File: config.mk
export PLATFORM = sky130hd
export DESIGN_NAME = buzzer_note_fetch
export DESIGN_NICKNAME = d
export VERILOG_FILES = /design/src/rtl/buzzer_note_fetch.sv
export SDC_FILE = /design/constraint.sdc
export NUM_CORES = 1
export LEC_CHECK = 0
export CORE_MARGIN = 4
export CORE_UTILIZATION = 40
export DETAILED_ROUTE_END_ITERATION = 8
export DONT_BUFFER_PORTS = 1
export PLACE_DENSITY = 0.57
export SLEW_MARGIN = 20
export SYNTH_ARGS = -nofsm -noshare
export SYNTH_HDL_FRONTEND = slang
export SYNTH_SLANG_ARGS = --single-unit
export TNS_END_PERCENT = 1
File: constraint.sdc
create_clock -name clk -period 4.45 [get_ports clk]
set_clock_uncertainty 0.2 [all_clocks]
set_input_delay 0 -clock clk [delete_from_list [all_inputs] [get_ports clk]]
set_output_delay 0 -clock clk [all_outputs]
set_load 0.03 [all_outputs]
File: src/rtl/buzzer_note_fetch.sv
// Background-music engine: fetches 32-bit note words from memory and plays each one as a
// square wave on the buzzer pin, signalling end-of-song with a one-cycle Bref pulse.
module buzzer_note_fetch #(
    parameter int unsigned TICK_DIV = 50000
) (
    input  logic        clk,
    input  logic        rst_n,
    input  logic [31:0] BRstAddr,
    input  logic        BisPlaying,
    input  logic        Bstop,
    output logic        MemReq,
    output logic [31:0] MemAddr,
    input  logic        MemAck,
    input  logic [31:0] MemData,
    output logic        Bref,
    output logic        Buzzer
);

    localparam int unsigned AW = 32;
    localparam int unsigned HW = 16;
    localparam int unsigned DW = 16;
    localparam int unsigned PW = 16;

    typedef enum logic [1:0] {
        S_IDLE,
        S_FETCH,
        S_PLAY,
        S_DONE
    } state_t;

    state_t        state_q, state_d;
    logic [AW-1:0] ptr_q, ptr_d;
    logic [HW-1:0] hp_q, hp_d;
    logic [DW-1:0] dur_q, dur_d;
    logic [PW-1:0] presc_q, presc_d;
    logic [HW-1:0] hcnt_q, hcnt_d;
    logic          level_q, level_d;
    logic          buzzer_d;
    logic          mem_req_d;
    logic [AW-1:0] mem_addr_d;
    logic          bref_d;
    logic          tick;

    // State and all registered outputs
    always_ff @(posedge clk or negedge rst_n) begin
        if (!rst_n) begin
            state_q <= S_IDLE;
            ptr_q   <= '0;
            hp_q    <= '0;
            dur_q   <= '0;
            presc_q <= '0;
            hcnt_q  <= '0;
            level_q <= 1'b0;
            Buzzer  <= 1'b0;
            MemReq  <= 1'b0;
            MemAddr <= '0;
            Bref    <= 1'b0;
        end else begin
            state_q <= state_d;
            ptr_q   <= ptr_d;
            hp_q    <= hp_d;
            dur_q   <= dur_d;
            presc_q <= presc_d;
            hcnt_q  <= hcnt_d;
            level_q <= level_d;
            Buzzer  <= buzzer_d;
            MemReq  <= mem_req_d;
            MemAddr <= mem_addr_d;
            Bref    <= bref_d;
        end
    end

    // Next-state and next-output logic
    always_comb begin
        state_d    = state_q;
        ptr_d      = ptr_q;
        hp_d       = hp_q;
        dur_d      = dur_q;
        presc_d    = presc_q;
        hcnt_d     = hcnt_q;
        level_d    = level_q;
        buzzer_d   = 1'b0;
        mem_req_d  = MemReq;
        mem_addr_d = MemAddr;
        bref_d     = 1'b0;
        tick       = (presc_q == PW'(TICK_DIV - 1));

        case (state_q)
            S_IDLE: begin
                if (BisPlaying && !Bstop) begin
                    ptr_d      = BRstAddr;
                    mem_req_d  = 1'b1;
                    mem_addr_d = BRstAddr;
                    state_d    = S_FETCH;
                end
            end
            S_FETCH: begin
                // The ack is always awaited; playback enable is only judged when it lands
                if (MemAck) begin
                    mem_req_d = 1'b0;
                    if (!BisPlaying) begin
                        state_d = S_IDLE;
                    end else if (MemData == 32'd0) begin
                        bref_d  = 1'b1;
                        state_d = S_DONE;
                    end else begin
                        hp_d    = MemData[31:16];
                        dur_d   = MemData[15:0];
                        presc_d = '0;
                        hcnt_d  = '0;
                        level_d = 1'b0;
                        state_d = S_PLAY;
                    end
                end
            end
            S_PLAY: begin
                if (!BisPlaying) begin
                    state_d = S_IDLE;
                end else if (!Bstop) begin
                    if ((dur_q == DW'(0)) || (tick && (dur_q == DW'(1)))) begin
                        ptr_d      = ptr_q + 32'd4;
                        mem_req_d  = 1'b1;
                        mem_addr_d = ptr_q + 32'd4;
                        dur_d      = '0;
                        level_d    = 1'b0;
                        state_d    = S_FETCH;
                    end else begin
                        presc_d = tick ? '0 : presc_q + PW'(1);
                        if (tick) begin
                            dur_d = dur_q - DW'(1);
                        end
                        if (hp_q != HW'(0)) begin
                            if (hcnt_q == hp_q - HW'(1)) begin
                                hcnt_d  = '0;
                                level_d = ~level_q;
                            end else begin
                                hcnt_d = hcnt_q + HW'(1);
                            end
                        end
                        buzzer_d = level_d;
                    end
                end
            end
            S_DONE: begin
                state_d = S_IDLE;
            end
            default: begin
                state_d = S_IDLE;
            end
        endcase
    end

endmodule

Word-level counts from Yosys, hierarchy flattened
Cells that the tools add are included.
{ "classes": {"addsub": 5, "eq_ne": 18, "muxes": 57, "n_bitwise": 2, "n_reduce_logical": 19} }
{ "ops": {"columns": ["operator", "n"], "rows": [
  ["$mux 16", 19],
  ["$mux 32", 4],
  ["$pmux 16 s2", 3],
  ["$pmux 32 s2", 1],
  ["$add 16x1->16 const B", 2],
  ["$add 32x3->32 const B", 1],
  ["$logic_not 32->1", 1],
  ["$sub 16x1->16 const B", 2],
  ["$mux 1", 21],
  ["$ne 2x2->1 const B", 9],
  ["$eq 16x1->1 const B", 1],
  ["$eq 16x16->1", 1],
  ["$eq 16x16->1 const B", 1],
  ["$logic_not 16->1", 1],
  ["$reduce_bool 16->1", 1],
  ["$reduce_and 7->1", 2],
  ["$mux 2", 6],
  ["$reduce_and 6->1", 2],
  ["$ne 3x3->1 const B", 3],
  ["$pmux 2 s4", 1],
  ["$reduce_and 4->1", 2],
  ["$reduce_and 8->1", 1],
  ["$reduce_and 5->1", 1],
  ["$eq 2x2->1 const B", 2],
  ["10 further kinds", 13]
]} }
{ "word_totals": {"ff_bits": 102, "output_inout_bits": 35, "wordCells": 111} }

Depth between registers and ports, before layout
{ "depth": {"word_depth": 8, "mapped_depth": 12, "depth_no_buf": 9} }

Worst setup path after synthesis
OpenSTA, ideal clock, no wires.
{ "synth_path": {"kind": "reg-to-reg", "startpoint": "register hp_q[0]", "endpoint": "register hcnt_q[8]", "t_arrival_ps": 2780, "required_time_ps": 4130, "setup_slack_ps": 1350, "path_stages_with_launch": 13, "synth_period_minus_slack_ps": 3100, "cell_sequence": "dfrtp_1 clkbuf_1 inv_1 ha_1 buf_2 nor3b_1 nand2_1 o41ai_1 nor3_1 nor4_2 buf_2 o22ai_1 a41o_1"} }
{ "synth_via": {"elab_chain_cells": 8, "elab_cells_between_ends": 11, "cone_classes": "add/sub: 1; eq/ne: 2; mux: 6; reduce/logical: 2"} }
{ "synth_rtl": {"columns": ["item", "line_no", "text"], "rows": [
  ["from (decl)", "33", "logic [HW-1:0] hp_q, hp_d;"],
  ["from (signal assigned)", "61", "hp_q <= hp_d;"],
  ["$sub 16x1->16", "133", "if (hcnt_q == hp_q - HW'(1)) begin"],
  ["$eq 16x16->1", "133", null],
  ["$mux 16", "133", null],
  ["$mux 16", "132", "if (hp_q != HW'(0)) begin"],
  ["$mux 16", "120", "if ((dur_q == DW'(0)) || (tick && (dur_q == DW'(1)))) begin"],
  ["$mux 16", "119", "end else if (!Bstop) begin"],
  ["$mux 16", "117", "if (!BisPlaying) begin"],
  ["$pmux 16 s2", "88", "case (state_q)"],
  ["to (signal assigned)", "64", "hcnt_q <= hcnt_d;"],
  ["to (decl)", "36", "logic [HW-1:0] hcnt_q, hcnt_d;"]
]} }
Several ways; a longest one is shown, not always the timed one. The select of a mux whose other input is x is not followed.
A chain may end at the register's enable or synchronous reset.

Worst setup path after layout
{ "layout_path": {"startpoint": "register dur_q[10]", "endpoint": "register ptr_q[0]"} }
{ "layout_via": {"elab_chain_cells": 5, "elab_cells_between_ends": 6, "cone_classes": "eq/ne: 2; reduce/logical: 4"} }
{ "layout_rtl": {"columns": ["item", "line_no", "text"], "rows": [
  ["from (decl)", "34", "logic [DW-1:0] dur_q, dur_d;"],
  ["from (signal assigned)", "62", "dur_q <= dur_d;"],
  ["$eq 16x1->1", "120", null],
  ["$logic_and 1x1->1", "120", null],
  ["$logic_or 1x1->1 (*)", "120", null],
  ["$ne 2x2->1 (no source line) (*)", null, null],
  ["$reduce_and 5->1 (no source line) (*)", null, null],
  ["to (signal assigned)", "60", "ptr_q <= ptr_d;"],
  ["to (decl)", "32", "logic [AW-1:0] ptr_q, ptr_d;"]
]} }
Every way passes the cells marked *; elsewhere a longest branch is shown, timed or not.

==> results_dict.tcl <==
set metrics [dict create \
    outcome "finished clean" \
    synth_area_leader_cell "dfrtp_1" \
    intPower_mw 2.11 \
    antenna_left 0 \
    max_stage_delay_ps 860 \
    place.gp.congestion 0.876 \
    p_seq_frac 0.486 \
    path_cells "or4_4, or4_1, nor4_1, o21ai_1, nor2_1, mux2_2" \
    r2r-start "dur_q[10]" \
    syn-cell-area_sq_um 6270 \
    p_total_mw 3.65 \
    min_period_over_period 0.870 \
    power_frac_comb 0.290 \
    grt_setup_unrepaired "no" \
    reg2reg_to "ptr_q[0]" \
    wl_per_cell_um 18.5 \
    seq_area_frac_synth 0.407 \
    synth_edf_count 0 \
    syn2layout_area_growth_pct 19.4 \
    max-vdd-ir-drop_mv 0.323 \
    start_util 0.411 \
    p_sw_frac 0.421 \
    antenna_found_initial 2 \
    die-area_sq_um 17700 \
    cts_setup_buffers 0 \
    synthTopCellsByArea "dfrtp_1, o21ai_0, a21oi_1" \
    reg2reg_setup_slack_ps 580 \
    first_pass_iters 5 \
    drive_gt1_frac 0.0719 \
    syn_nets 812 \
    dp_hpwl_um 12900 \
    p_leak_nw 2.95 \
    end_kind "flop" \
    finalSetupViolations 0 \
    drcViolationCount 0 \
    cts_tree "built" \
    grt_pass1_wl_um 30400 \
    numCtsBuffers 9 \
    power.share.clock 0.224 \
    min_path_type "in2async" \
    synth_warnings 0 \
    final_nets 864 \
    vias 6045 \
    cp_num_buf_inv 0 \
    clkSinkCount 102 \
    critPathMaxFanout 9 \
    syn_area_per_cell_sq_um 8.51 \
    worstSetupPathType "reg2reg" \
    grt_pass1_vias 5941 \
    n_fill_cell 1443 \
    relSlewSlack 0.305 \
    io_pins 104 \
    syn_inst 736 \
    ys.flop_type "dfrtp_1" \
    cp_data_arrival_time_ps 3910 \
    root_buffer "clkbuf_16" \
    worstPathRequired_ps 4490 \
    dpl-instance-area_sq_um 6440 \
    ys_seq_elements 102 \
    detailedRoute.firstIterationViolations 523 \
    async_reset_ff_frac 1.00 \
    drv_cap 0 \
    layout_common_cells "dfrtp_1, o21ai_0, dlygate4sd3_1" \
    synth_cell_types 66 \
    crit_family "simple AND/OR/NAND/NOR gates" \
    max_freq_ghz 0.258 \
    track_usage 0.208 \
    clk_latency_ps 360 \
    cts_buffer_depth 2 \
    final_max_slew_viol_count 0 \
    p_sw_mw 1.54 \
    cp_slowest_cell "nor4_1" \
    reg2reg_depth 6 \
    clk_pin_slew_ps 70 \
    setup_tns_ps 0 \
    die_h_um 133 \
    crit_start "dur_q[10]" \
    power.density_nw_per_um2 487 \
    grt_max_degree 103 \
    final_common_cell "dfrtp_1" \
    fin_ws_ps 580 \
    place_ws_ps 713 \
    core_sq_um 15300 \
    hold_viol 0 \
    cts_max_level 3 \
    synth_top_area_share 0.407 \
    grt-ovfl-total 0 \
    die_width_um 133 \
    wirelength_um 18500 \
    period_minus_slack_ps 3870 \
    num_antenna_cells 0 \
    rows 45 \
    vias_per_cell 6.02 \
    port_buffers 0 \
    tightestPinTransition_ps 1030 \
    post-route-cell-area_sq_um 7480 \
    startpoint_type "flop" \
]
-- logic make-up after synthesis --
group | share of synthesized area
simple gates | 0.238
compound gates | 0.241
flops | 0.407
buf+inv | 0.0399
mux | 0.0355
xor+xnor | 0.0246
fa+ha+maj | 0.0140
-- cell type report --
class,count,area (sq um),area share
multi-input combinational,575,3470,0.464
sequential,102,2550,0.341
timing repair buffer,85,838,0.112
tap,211,264,0.0353
clock buffer,10,229,0.0306
clock inverter,6,68.8,0.00920
inverter,15,56.3,0.00753
-- registers in the layout (all words and copies together) (netlist names) --
register  cells
hp_q         16
state_q       2
hcnt_q       16
Buzzer        1
ptr_q        32
level_q       1
Bref          1
MemReq        1
presc_q      16
dur_q        16
-- what timing repair did --
item | 4_1_cts | 5_1_grt
gates resized for setup | 0 | 0
endpoints found under the hold margin | 172 | 0
endpoints found under the setup margin | 0 | 0
hold buffers | 73 | 0
-- metrics by stage --
step	hold slack, ps	util	instances
after CTS	86.7	0.490	1004
after detailed placement	-492	0.422	915
after global routing	120	0.490	1004
after floorplan	-496	-	736
after global placement	-493	0.422	915
final	116	0.490	1004
-- routing by layer --
metal | track usage | part of all wire
met5 | 0 | 0
met3 | 0.0589 | 0.072
met1 | 0.265 | 0.43
met2 | 0.342 | 0.48
met4 | 0.0726 | 0.025
-- Yosys cell counts (9+ instances only) --
| library cell | instances |
|---|---|
| nor4_1 | 18 |
| nand4_1 | 13 |
| nand2_1 | 67 |
| mux2_2 | 18 |
| o31ai_1 | 13 |
| o22ai_1 | 15 |
| xnor2_1 | 11 |
| inv_1 | 15 |
| a21oi_1 | 63 |
| and3_1 | 18 |
| nor3_1 | 23 |
| buf_2 | 10 |
| o21ai_0 | 76 |
| nor2b_1 | 12 |
| nand3_1 | 26 |
| o21ai_1 | 12 |
| a22oi_1 | 12 |
| nor2_1 | 56 |
| clkbuf_1 | 29 |
| a31oi_1 | 9 |
| dfrtp_1 | 102 |
-- worst max path at each step --
stage,end,slack (ps),depth (start not counted)
2_1_floorplan,hcnt_q[8],1350,12
3_3_place_gp,ptr_q[1],740,6
3_5_place_dp,ptr_q[0],710,6
4_1_cts,ptr_q[0],710,6
5_1_grt,ptr_q[1],490,6
6_report,ptr_q[0],580,6
-- power by group through the flow --
stage               Clock [mW]  Combinational (mW)  Sequential, mW
finish                   0.818                1.06            1.77
global route             0.876                1.20            1.82
CTS                      0.842                1.05            1.76
detailed placement           0               0.966            1.78
global placement             0               0.946            1.76
floorplan                    0               0.865            1.60
(Power assumes the default switching activity.)
